$ cat config.mk
export PLATFORM = sky130hd
export DESIGN_NAME = screen_draw_scheduler_flat
export DESIGN_NICKNAME = d
export VERILOG_FILES = /design/src/rtl/screen_draw_scheduler_pkg.sv /design/src/rtl/screen_draw_scheduler_if.sv /design/src/rtl/screen_draw_scheduler_counter.sv /design/src/rtl/screen_draw_scheduler.sv /design/src/flat_wrapper.sv
export SDC_FILE = /design/constraint.sdc
export NUM_CORES = 1
export LEC_CHECK = 0
export ABC_CLOCK_PERIOD_IN_PS = 4300
export CORE_UTILIZATION = 28
export DETAILED_ROUTE_END_ITERATION = 16
export SLEW_MARGIN = 30
export SYNTH_ARGS = -nofsm -noshare
export SYNTH_HDL_FRONTEND = slang
export SYNTH_SLANG_ARGS = --single-unit
$ cat constraint.sdc
create_clock -name clk -period 4.3 [get_ports clk]
set_input_delay 0.43 -clock clk [delete_from_list [all_inputs] [get_ports clk]]
set_output_delay 0.43 -clock clk [all_outputs]
set_load 0.01 [all_outputs]
$ cat src/rtl/screen_draw_scheduler_pkg.sv
// Shared types for the screen redraw scheduler.
// Cell codes, FSM state encoding and a log2 helper.
package screen_draw_scheduler_pkg;

  typedef logic [1:0] cell_t;

  localparam cell_t CELL_BG    = 2'd0;
  localparam cell_t CELL_SNAKE = 2'd1;
  localparam cell_t CELL_COIN  = 2'd2;

  typedef enum logic [2:0] {
    ST_IDLE,
    ST_CLEAR,
    ST_SNAKE,
    ST_COIN,
    ST_DONE
  } state_e;

  function automatic int logb2(input int n);
    int r;
    r = 0;
    for (int i = 0; i < 31; i++)
      if ((1 << i) < n) r = i + 1;
    return r;
  endfunction

endpackage

$ cat src/rtl/screen_draw_scheduler_if.sv
// Screen RAM write port shared by clear, snake and coin sources.
// The scheduler is the master, the RAM the slave.
interface screen_draw_scheduler_if #(
  parameter int ADDR_BITS = 10
);
  logic                 mem_we;
  logic [ADDR_BITS-1:0] mem_addr;
  logic [1:0]           mem_data;

  modport master (
    output mem_we,
    output mem_addr,
    output mem_data
  );

  modport slave (
    input mem_we,
    input mem_addr,
    input mem_data
  );
endinterface

$ cat src/rtl/screen_draw_scheduler_counter.sv
// Wrapping counter 0..LIMIT; ovf flags the enabled cycle at LIMIT.
// Drives the clear-sweep address of the scheduler.
module screen_draw_scheduler_counter #(
  parameter int W     = 10,
  parameter int LIMIT = 1023
) (
  input  logic         clk,
  input  logic         reset,
  input  logic         en,
  input  logic         clr,
  output logic [W-1:0] count,
  output logic         ovf
);

  assign ovf = en && (count == W'(LIMIT));

  always_ff @(posedge clk or negedge reset) begin
    if (!reset)   count <= '0;
    else if (clr) count <= '0;
    else if (en)  count <= ovf ? '0 : count + W'(1);
  end

endmodule

$ cat src/rtl/screen_draw_scheduler.sv
// Frame redraw sequencer: clear sweep, snake body, coin.
// Owns the single screen RAM write port; outputs are registered.
module screen_draw_scheduler
  import screen_draw_scheduler_pkg::*;
#(
  parameter int H         = 32,
  parameter int V         = 32,
  parameter int ADDR_BITS = 10,
  parameter int X_BITS    = 5,
  parameter int Y_BITS    = 5
) (
  input  logic              clk,
  input  logic              reset,
  input  logic              game_tick,
  input  logic              snake_valid,
  input  logic [X_BITS-1:0] snake_x,
  input  logic [Y_BITS-1:0] snake_y,
  input  logic              snake_done,
  input  logic              coin_valid,
  input  logic [X_BITS-1:0] coin_x,
  input  logic [Y_BITS-1:0] coin_y,
  output logic              snake_start,
  screen_draw_scheduler_if.master mem,
  output logic              busy,
  output logic              frame_done,
  output logic              overrun
);

  localparam int CELLS    = H * V;
  localparam int CNT_BITS = (logb2(CELLS) < 1) ? 1 : logb2(CELLS);

  state_e state_q, state_d;

  logic [CNT_BITS-1:0]  count;
  logic                 cnt_en, cnt_clr, cnt_ovf;
  logic                 clr_last;

  logic                 we_d;
  logic [ADDR_BITS-1:0] addr_d;
  cell_t                data_d;
  logic                 start_d;
  logic                 done_d;

  function automatic logic in_range(
    input logic [X_BITS-1:0] x,
    input logic [Y_BITS-1:0] y
  );
    return (int'(x) < H) && (int'(y) < V);
  endfunction

  function automatic logic [ADDR_BITS-1:0] cell_addr(
    input logic [X_BITS-1:0] x,
    input logic [Y_BITS-1:0] y
  );
    return ADDR_BITS'(y) * ADDR_BITS'(H) + ADDR_BITS'(x);
  endfunction

  // Counter leads the displayed address by one write.
  assign cnt_en  = (state_q == ST_IDLE && game_tick)
                || (state_q == ST_CLEAR && !clr_last);
  assign cnt_clr = (state_q != ST_CLEAR) && !cnt_en;

  screen_draw_scheduler_counter #(
    .W     (CNT_BITS),
    .LIMIT (CELLS - 1)
  ) u_clr_cnt (
    .clk   (clk),
    .reset (reset),
    .en    (cnt_en),
    .clr   (cnt_clr),
    .count (count),
    .ovf   (cnt_ovf)
  );

  always_ff @(posedge clk or negedge reset) begin
    if (!reset) state_q <= ST_IDLE;
    else        state_q <= state_d;
  end

  always_comb begin
    state_d = state_q;
    unique case (state_q)
      ST_IDLE:  if (game_tick)  state_d = ST_CLEAR;
      ST_CLEAR: if (clr_last)   state_d = ST_SNAKE;
      ST_SNAKE: if (snake_done) state_d = ST_COIN;
      ST_COIN:  state_d = ST_DONE;
      ST_DONE:  state_d = ST_IDLE;
      default:  state_d = ST_IDLE;
    endcase
  end

  always_comb begin
    we_d    = 1'b0;
    addr_d  = '0;
    data_d  = CELL_BG;
    start_d = 1'b0;
    done_d  = 1'b0;
    unique case (state_q)
      ST_IDLE: begin
        we_d   = game_tick;
        addr_d = ADDR_BITS'(count);
      end
      ST_CLEAR: begin
        we_d    = !clr_last;
        addr_d  = ADDR_BITS'(count);
        start_d = clr_last;
      end
      ST_SNAKE: begin
        we_d   = snake_valid && in_range(snake_x, snake_y);
        addr_d = cell_addr(snake_x, snake_y);
        data_d = CELL_SNAKE;
      end
      ST_COIN: begin
        we_d   = coin_valid && in_range(coin_x, coin_y);
        addr_d = cell_addr(coin_x, coin_y);
        data_d = CELL_COIN;
      end
      ST_DONE: done_d = 1'b1;
      default: ;
    endcase
  end

  always_ff @(posedge clk or negedge reset) begin
    if (!reset) begin
      mem.mem_we   <= 1'b0;
      mem.mem_addr <= '0;
      mem.mem_data <= CELL_BG;
      snake_start  <= 1'b0;
      frame_done   <= 1'b0;
      busy         <= 1'b0;
      overrun      <= 1'b0;
      clr_last     <= 1'b0;
    end else begin
      mem.mem_we   <= we_d;
      mem.mem_addr <= addr_d;
      mem.mem_data <= data_d;
      snake_start  <= start_d;
      frame_done   <= done_d;
      busy         <= (state_d != ST_IDLE);
      overrun      <= overrun | (game_tick && state_q != ST_IDLE);
      clr_last     <= cnt_ovf;
    end
  end

endmodule
$ cat src/flat_wrapper.sv
// flat-port wrapper written by rule: the top's interface ports become plain ports
module screen_draw_scheduler_flat import screen_draw_scheduler_pkg::*;
#(
  parameter int H         = 32,
  parameter int V         = 32,
  parameter int ADDR_BITS = 10,
  parameter int X_BITS    = 5,
  parameter int Y_BITS    = 5
)
  (clk, reset, game_tick, snake_valid, snake_x, snake_y, snake_done, coin_valid, coin_x, coin_y, snake_start, busy, frame_done, overrun, mem_mem_we, mem_mem_addr, mem_mem_data);
  screen_draw_scheduler_if #(.ADDR_BITS(ADDR_BITS)) mem_i ();
  input  logic clk;
  input  logic reset;
  input  logic game_tick;
  input  logic snake_valid;
  input  logic [X_BITS-1:0] snake_x;
  input  logic [Y_BITS-1:0] snake_y;
  input  logic snake_done;
  input  logic coin_valid;
  input  logic [X_BITS-1:0] coin_x;
  input  logic [Y_BITS-1:0] coin_y;
  output logic snake_start;
  output logic busy;
  output logic frame_done;
  output logic overrun;
  output wire logic [$bits(mem_i.mem_we)-1:0] mem_mem_we;
  output wire logic [$bits(mem_i.mem_addr)-1:0] mem_mem_addr;
  output wire logic [$bits(mem_i.mem_data)-1:0] mem_mem_data;
  assign mem_mem_we = mem_i.mem_we;
  assign mem_mem_addr = mem_i.mem_addr;
  assign mem_mem_data = mem_i.mem_data;
  screen_draw_scheduler #(.H(H), .V(V), .ADDR_BITS(ADDR_BITS), .X_BITS(X_BITS), .Y_BITS(Y_BITS)) u_core (.clk(clk), .reset(reset), .game_tick(game_tick), .snake_valid(snake_valid), .snake_x(snake_x), .snake_y(snake_y), .snake_done(snake_done), .coin_valid(coin_valid), .coin_x(coin_x), .coin_y(coin_y), .snake_start(snake_start), .mem(mem_i), .busy(busy), .frame_done(frame_done), .overrun(overrun));
endmodule
==> impl_results.html <==
<table>
<tr><th>Metric</th><th>Value</th></tr>
<tr><th colspan="2">Logic synthesis</th></tr>
<tr><td>Proportion of register bits with asynchronous set or reset after synthesis</td><td>between 90% and 100%</td></tr>
<tr><td>Area share of the largest cell type after synthesis</td><td>54.0%</td></tr>
<tr><td>Number of enable flip-flop cells after synthesis</td><td>0</td></tr>
<tr><td>Post-synthesis instance total</td><td>135</td></tr>
<tr><td>Cell types occupying the most area after synthesis</td><td>sky130_fd_sc_hd__dfrtp_1 (54%), sky130_fd_sc_hd__mux2i_1 (7.0%), sky130_fd_sc_hd__a211oi_1 (5.7%), sky130_fd_sc_hd__nand3_1 (3.1%), sky130_fd_sc_hd__nor2_1 (3.1%)</td></tr>
<tr><td>Synth warn</td><td>0</td></tr>
<tr><td>Syn avg cell area</td><td>between 10 and 15 sq um</td></tr>
<tr><td>Most frequent cells after synthesis</td><td>sky130_fd_sc_hd__dfrtp_1 (31), sky130_fd_sc_hd__nor2_1 (12), sky130_fd_sc_hd__a211oi_1 (11), sky130_fd_sc_hd__nand2_1 (11), sky130_fd_sc_hd__mux2i_1 (10)</td></tr>
<tr><td>Post-Synthesis Cell Area</td><td>about 1400 sq um</td></tr>
<tr><td>Cell type with the highest aggregate area in the netlist</td><td>sky130_fd_sc_hd__dfrtp_1</td></tr>
<tr><td>Predominant post-synthesis flop cell</td><td>sky130_fd_sc_hd__dfrtp_1</td></tr>
<tr><td>Number of storage elements in the synthesis netlist</td><td>31</td></tr>
<tr><td>Share of the yosys chip area belonging to registers</td><td>approximately 54%</td></tr>
<tr><td>Distinct cells, synth</td><td>33</td></tr>
<tr><td>Synthesized Nets</td><td>roughly 160</td></tr>
<tr><td>Most numerous cell in the Yosys netlist</td><td>sky130_fd_sc_hd__dfrtp_1</td></tr>
<tr><th colspan="2">Clock tree</th></tr>
<tr><td>CTS tree</td><td>built</td></tr>
<tr><td>Buffers from clock root to sink, at most</td><td>2</td></tr>
<tr><td>TritonCTS buffer count</td><td>5</td></tr>
<tr><td>Post-cts sizing count</td><td>0</td></tr>
<tr><td>Buffers inserted during post-CTS setup optimization</td><td>0</td></tr>
<tr><td>Root buffer cell</td><td>sky130_fd_sc_hd__clkbuf_8</td></tr>
<tr><td>Clock edge transition at the registers on the reported setup and hold paths</td><td>about 0.06 ns</td></tr>
<tr><td># clock sinks</td><td>31</td></tr>
<tr><td>Skew-Pair Late Insertion Delay</td><td>between 0.2 and 0.3 ns</td></tr>
<tr><td>Number of hold buffers added after CTS</td><td>0</td></tr>
<tr><td>Depth of the CTS H-tree</td><td>2</td></tr>
<tr><th colspan="2">Pwr</th></tr>
<tr><td>Worst vdd rail ir drop</td><td>0.000111 V</td></tr>
<tr><td>Internal Power</td><td>roughly 0.46 mW</td></tr>
<tr><td>Clock network power share</td><td>approximately 43%</td></tr>
<tr><td>Net switching power</td><td>roughly 0.11 mW</td></tr>
<tr><td>Combinational cell fraction of total power</td><td>between 5 and 6%</td></tr>
<tr><td>Pwr dens</td><td>between 200 and 300 nW/um^2</td></tr>
<tr><td>Leakage</td><td>slightly below 0.9 nW</td></tr>
<tr><td>Proportion of total power due to net switching</td><td>roughly a fifth</td></tr>
<tr><td>Register share of total power</td><td>about half</td></tr>
<tr><th colspan="2">Global route</th></tr>
<tr><td>Number of global-route vias before repair</td><td>1137</td></tr>
<tr><td>Leftover overflow at the end of global routing</td><td>0</td></tr>
<tr><td>Wire length of the first global-routing pass</td><td>between 5000 and 6000 microns</td></tr>
<tr><td>GRT Overall Usage</td><td>12.9%</td></tr>
<tr><td>Number of antenna violations at the first check in global routing</td><td>0</td></tr>
<tr><td>Pin count of the biggest net entering global routing</td><td>32</td></tr>
<tr><th colspan="2">Setup path</th></tr>
<tr><td>Worst Setup Start Kind</td><td>flop</td></tr>
<tr><td>Class of the most critical setup path</td><td>reg2reg</td></tr>
<tr><td>Worst r2r src</td><td>u_core.state_q[0]</td></tr>
<tr><td>Register-to-register setup slack</td><td>around 2.1 ns</td></tr>
<tr><td>R2R Path End</td><td>u_core.u_clr_cnt.count[3]</td></tr>
<tr><td>Type of element capturing the critical path</td><td>flop</td></tr>
<tr><td>Data arrival time at the worst-slack endpoint</td><td>approximately 2.4 ns</td></tr>
<tr><td>Crit path required time</td><td>roughly 4.5 ns</td></tr>
<tr><td>Biggest fanout along the worst timing path</td><td>19</td></tr>
<tr><td>Count of cells along the worst register-to-register path</td><td>4</td></tr>
<tr><th colspan="2">Placed design</th></tr>
<tr><td>Buffers on Ports</td><td>between 40 and 50</td></tr>
<tr><td>Placed instance area</td><td>1920 sq um</td></tr>
<tr><td>Routability-driven placement congestion ratio</td><td>0.830</td></tr>
<tr><td>Half-perimeter wire length after detailed placement</td><td>between 2000 and 2500 microns</td></tr>
<tr><th colspan="2">Run status</th></tr>
<tr><td>Result of the run</td><td>complete, no violations</td></tr>
<tr><th colspan="2">Timing</th></tr>
<tr><td>Setup repair after global routing missed its margin</td><td>false</td></tr>
<tr><td>Actual slew at the worst max-slew pin</td><td>0.852 ns</td></tr>
<tr><td>Final hold viol count</td><td>0</td></tr>
<tr><td>Final Skew</td><td>0.00457 ns</td></tr>
<tr><td>Max Fclk</td><td>approximately 450 MHz</td></tr>
<tr><td>Total negative slack for setup checks</td><td>0 ns</td></tr>
<tr><td>Max-slew violation count</td><td>0</td></tr>
<tr><td>Final count of negative-setup-slack endpoints</td><td>0</td></tr>
<tr><td>Time the worst path needs with I/O delays and setup</td><td>2.20 ns</td></tr>
<tr><td>Share of the clock period used by the worst path after layout</td><td>roughly half</td></tr>
<tr><td>Headroom to the max-slew limit</td><td>between 40% and 50%</td></tr>
<tr><th colspan="2">Drt</th></tr>
<tr><td>Drt total wl</td><td>between 3000 and 4000 microns</td></tr>
<tr><td>Remaining routing DRC violations</td><td>0</td></tr>
<tr><td>Post-DR wirelength/cell</td><td>13.4 microns</td></tr>
<tr><td>Total iterations of the first detailed-routing run</td><td>4</td></tr>
<tr><td>Vias post-DR</td><td>1188</td></tr>
<tr><td>Antenna violation net count after detailed routing</td><td>0</td></tr>
<tr><td>Drt via density</td><td>about 4.9</td></tr>
<tr><td>Initial drt markers</td><td>54</td></tr>
<tr><th colspan="2">Run</th></tr>
<tr><td>Count of maximum capacitance violations</td><td>0</td></tr>
<tr><th colspan="2">Final layout</th></tr>
<tr><td>Sequential cell area</td><td>between 700 and 800 sq um</td></tr>
<tr><td>Synth-to-layout area growth</td><td>40.2%</td></tr>
<tr><td>Footprint of the multi-input gates</td><td>621 sq um</td></tr>
<tr><td>Total of fill cells in the finished design</td><td>between 400 and 500</td></tr>
<tr><td>Layout cells sized above 1</td><td>6.78%</td></tr>
<tr><td>Total non-filler cell area in the finished layout</td><td>a little over 2000 sq um</td></tr>
<tr><td>Final layout net count</td><td>roughly 200</td></tr>
<tr><td>Antenna diode count</td><td>0</td></tr>
<tr><th colspan="2">Floorplan</th></tr>
<tr><td>Boundary pin count</td><td>43</td></tr>
<tr><td>Cell row count</td><td>25</td></tr>
<tr><td>Vertical die dimension</td><td>around 74 microns</td></tr>
<tr><td>Total core area</td><td>about 4800 sq um</td></tr>
<tr><td>Initial Utilization</td><td>about 30%</td></tr>
<tr><td>Die Width</td><td>around 74 microns</td></tr>
<tr><td>Die Area</td><td>approximately 5400 sq um</td></tr>
<tr><th colspan="2">Min path</th></tr>
<tr><td>Terminating pin of the worst hold path</td><td>u_core.overrun</td></tr>
<tr><td>Cells on Worst Hold Path</td><td>1</td></tr>
<tr><td>Path category of the worst min-delay check</td><td>reg2reg</td></tr>
<tr><td>Critical hold path startpoint</td><td>u_core.overrun</td></tr>
</table>
worst max-delay path, cell delays in order, from the launching register on:
cell                       delay [ns]
sky130_fd_sc_hd__dfrtp_1         0.86
sky130_fd_sc_hd__nand2b_1        0.20
sky130_fd_sc_hd__a211oi_2        0.63
sky130_fd_sc_hd__nand2_1         0.20
sky130_fd_sc_hd__o21ai_0         0.22
sequential cells by signal, indices dropped and copies added (netlist names):
register,flops
u_core.overrun,1
u_core.mem.mem_addr,10
u_core.clr_last,1
u_core.state_q,3
u_core.u_clr_cnt.count,10
u_core.frame_done,1
u_core.mem.mem_we,1
u_core.mem.mem_data,2
u_core.snake_start,1
u_core.busy,1
power by group through the flow:
stage	Combinational, mW	Sequential (mW)	Clock, mW
6_report	0.0334	0.292	0.246
5_1_grt	0.0363	0.292	0.264
4_1_cts	0.0342	0.292	0.252
3_5_place_dp	0.0337	0.297	0
3_3_place_gp	0.0333	0.297	0
2_1_floorplan	0.00319	0.297	0
layout by cell type (no fill, tap or decap), types with 2 or more instances in the layout:
cell / netlist / final
sky130_fd_sc_hd__o21ai_0: 4 / 4
sky130_fd_sc_hd__or3_1: 4 / 4
sky130_fd_sc_hd__nand4_1: 2 / 2
sky130_fd_sc_hd__clkdlybuf4s50_1: 0 / 42
sky130_fd_sc_hd__a211oi_1: 11 / 10
sky130_fd_sc_hd__and3b_1: 2 / 2
sky130_fd_sc_hd__and4_1: 3 / 3
sky130_fd_sc_hd__clkbuf_8: 0 / 7
sky130_fd_sc_hd__inv_1: 2 / 2
sky130_fd_sc_hd__a21o_1: 2 / 2
sky130_fd_sc_hd__a32o_1: 2 / 2
sky130_fd_sc_hd__nand2b_1: 3 / 3
sky130_fd_sc_hd__mux2i_1: 10 / 10
sky130_fd_sc_hd__nor2_1: 12 / 12
sky130_fd_sc_hd__nand2_1: 11 / 11
sky130_fd_sc_hd__nor3b_1: 2 / 2
sky130_fd_sc_hd__dfrtp_1: 31 / 31
sky130_fd_sc_hd__nand3_1: 9 / 9
sky130_fd_sc_hd__a21oi_1: 2 / 2
metrics by stage:
stage	utilization [%]	hold WS (ns)	setup slack (ns)	instances	power (mW)
after floorplan	-	0.134	2.70	135	0.300
after global placement	39.6	0.452	1.76	236	0.330
after detailed placement	39.8	0.460	2.10	236	0.331
after CTS	41.8	0.478	2.10	244	0.578
after global routing	41.8	0.499	1.95	244	0.592
final	41.8	0.475	2.10	244	0.571
layout make-up:
class                      instances  share of cell area (%)
sequential                        31                    38.5
multi-input combinational         93                    30.8
timing repair buffer              43                    21.2
clock buffer                       8                    4.97
tap                               67                    4.16
inverter                           2                   0.372
per-layer routing:
metal  vias to the layer above  part of all wire [%]  track usage, %
met5                         -                     0               0
met4                         0                   2.2            6.41
met3                         8                   7.4            3.84
met2                        43                    47            20.1
met1                       568                    43            16.4
li1                        569                     -               -
cells by family after synthesis:
logic type      Yosys count  synth area share [%]
compound gates           27                  13.8
xor+xnor                  1                 0.609
fa+ha+maj                 1                 0.870
buf+inv                  11                  3.57
flops                    31                  54.0
mux                      10                  6.96
simple gates             54                  20.2
worst max-delay path by stage:
| stage | start | to | slack, ns | cells after the start |
|---|---|---|---|---|
| final | u_core.state_q[0] | u_core.u_clr_cnt.count[3] | 2.10 | 4 |
| after global routing | u_core.state_q[0] | u_core.u_clr_cnt.count[0] | 1.95 | 4 |
| after CTS | u_core.state_q[0] | u_core.u_clr_cnt.count[3] | 2.10 | 4 |
| after detailed placement | game_tick | u_core.u_clr_cnt.count[3] | 2.10 | 5 |
| after global placement | game_tick | u_core.u_clr_cnt.count[3] | 1.76 | 5 |
| after floorplan | u_core.state_q[0] | u_core.u_clr_cnt.count[7] | 2.70 | 5 |
Power figures use the tool's default switching activity.
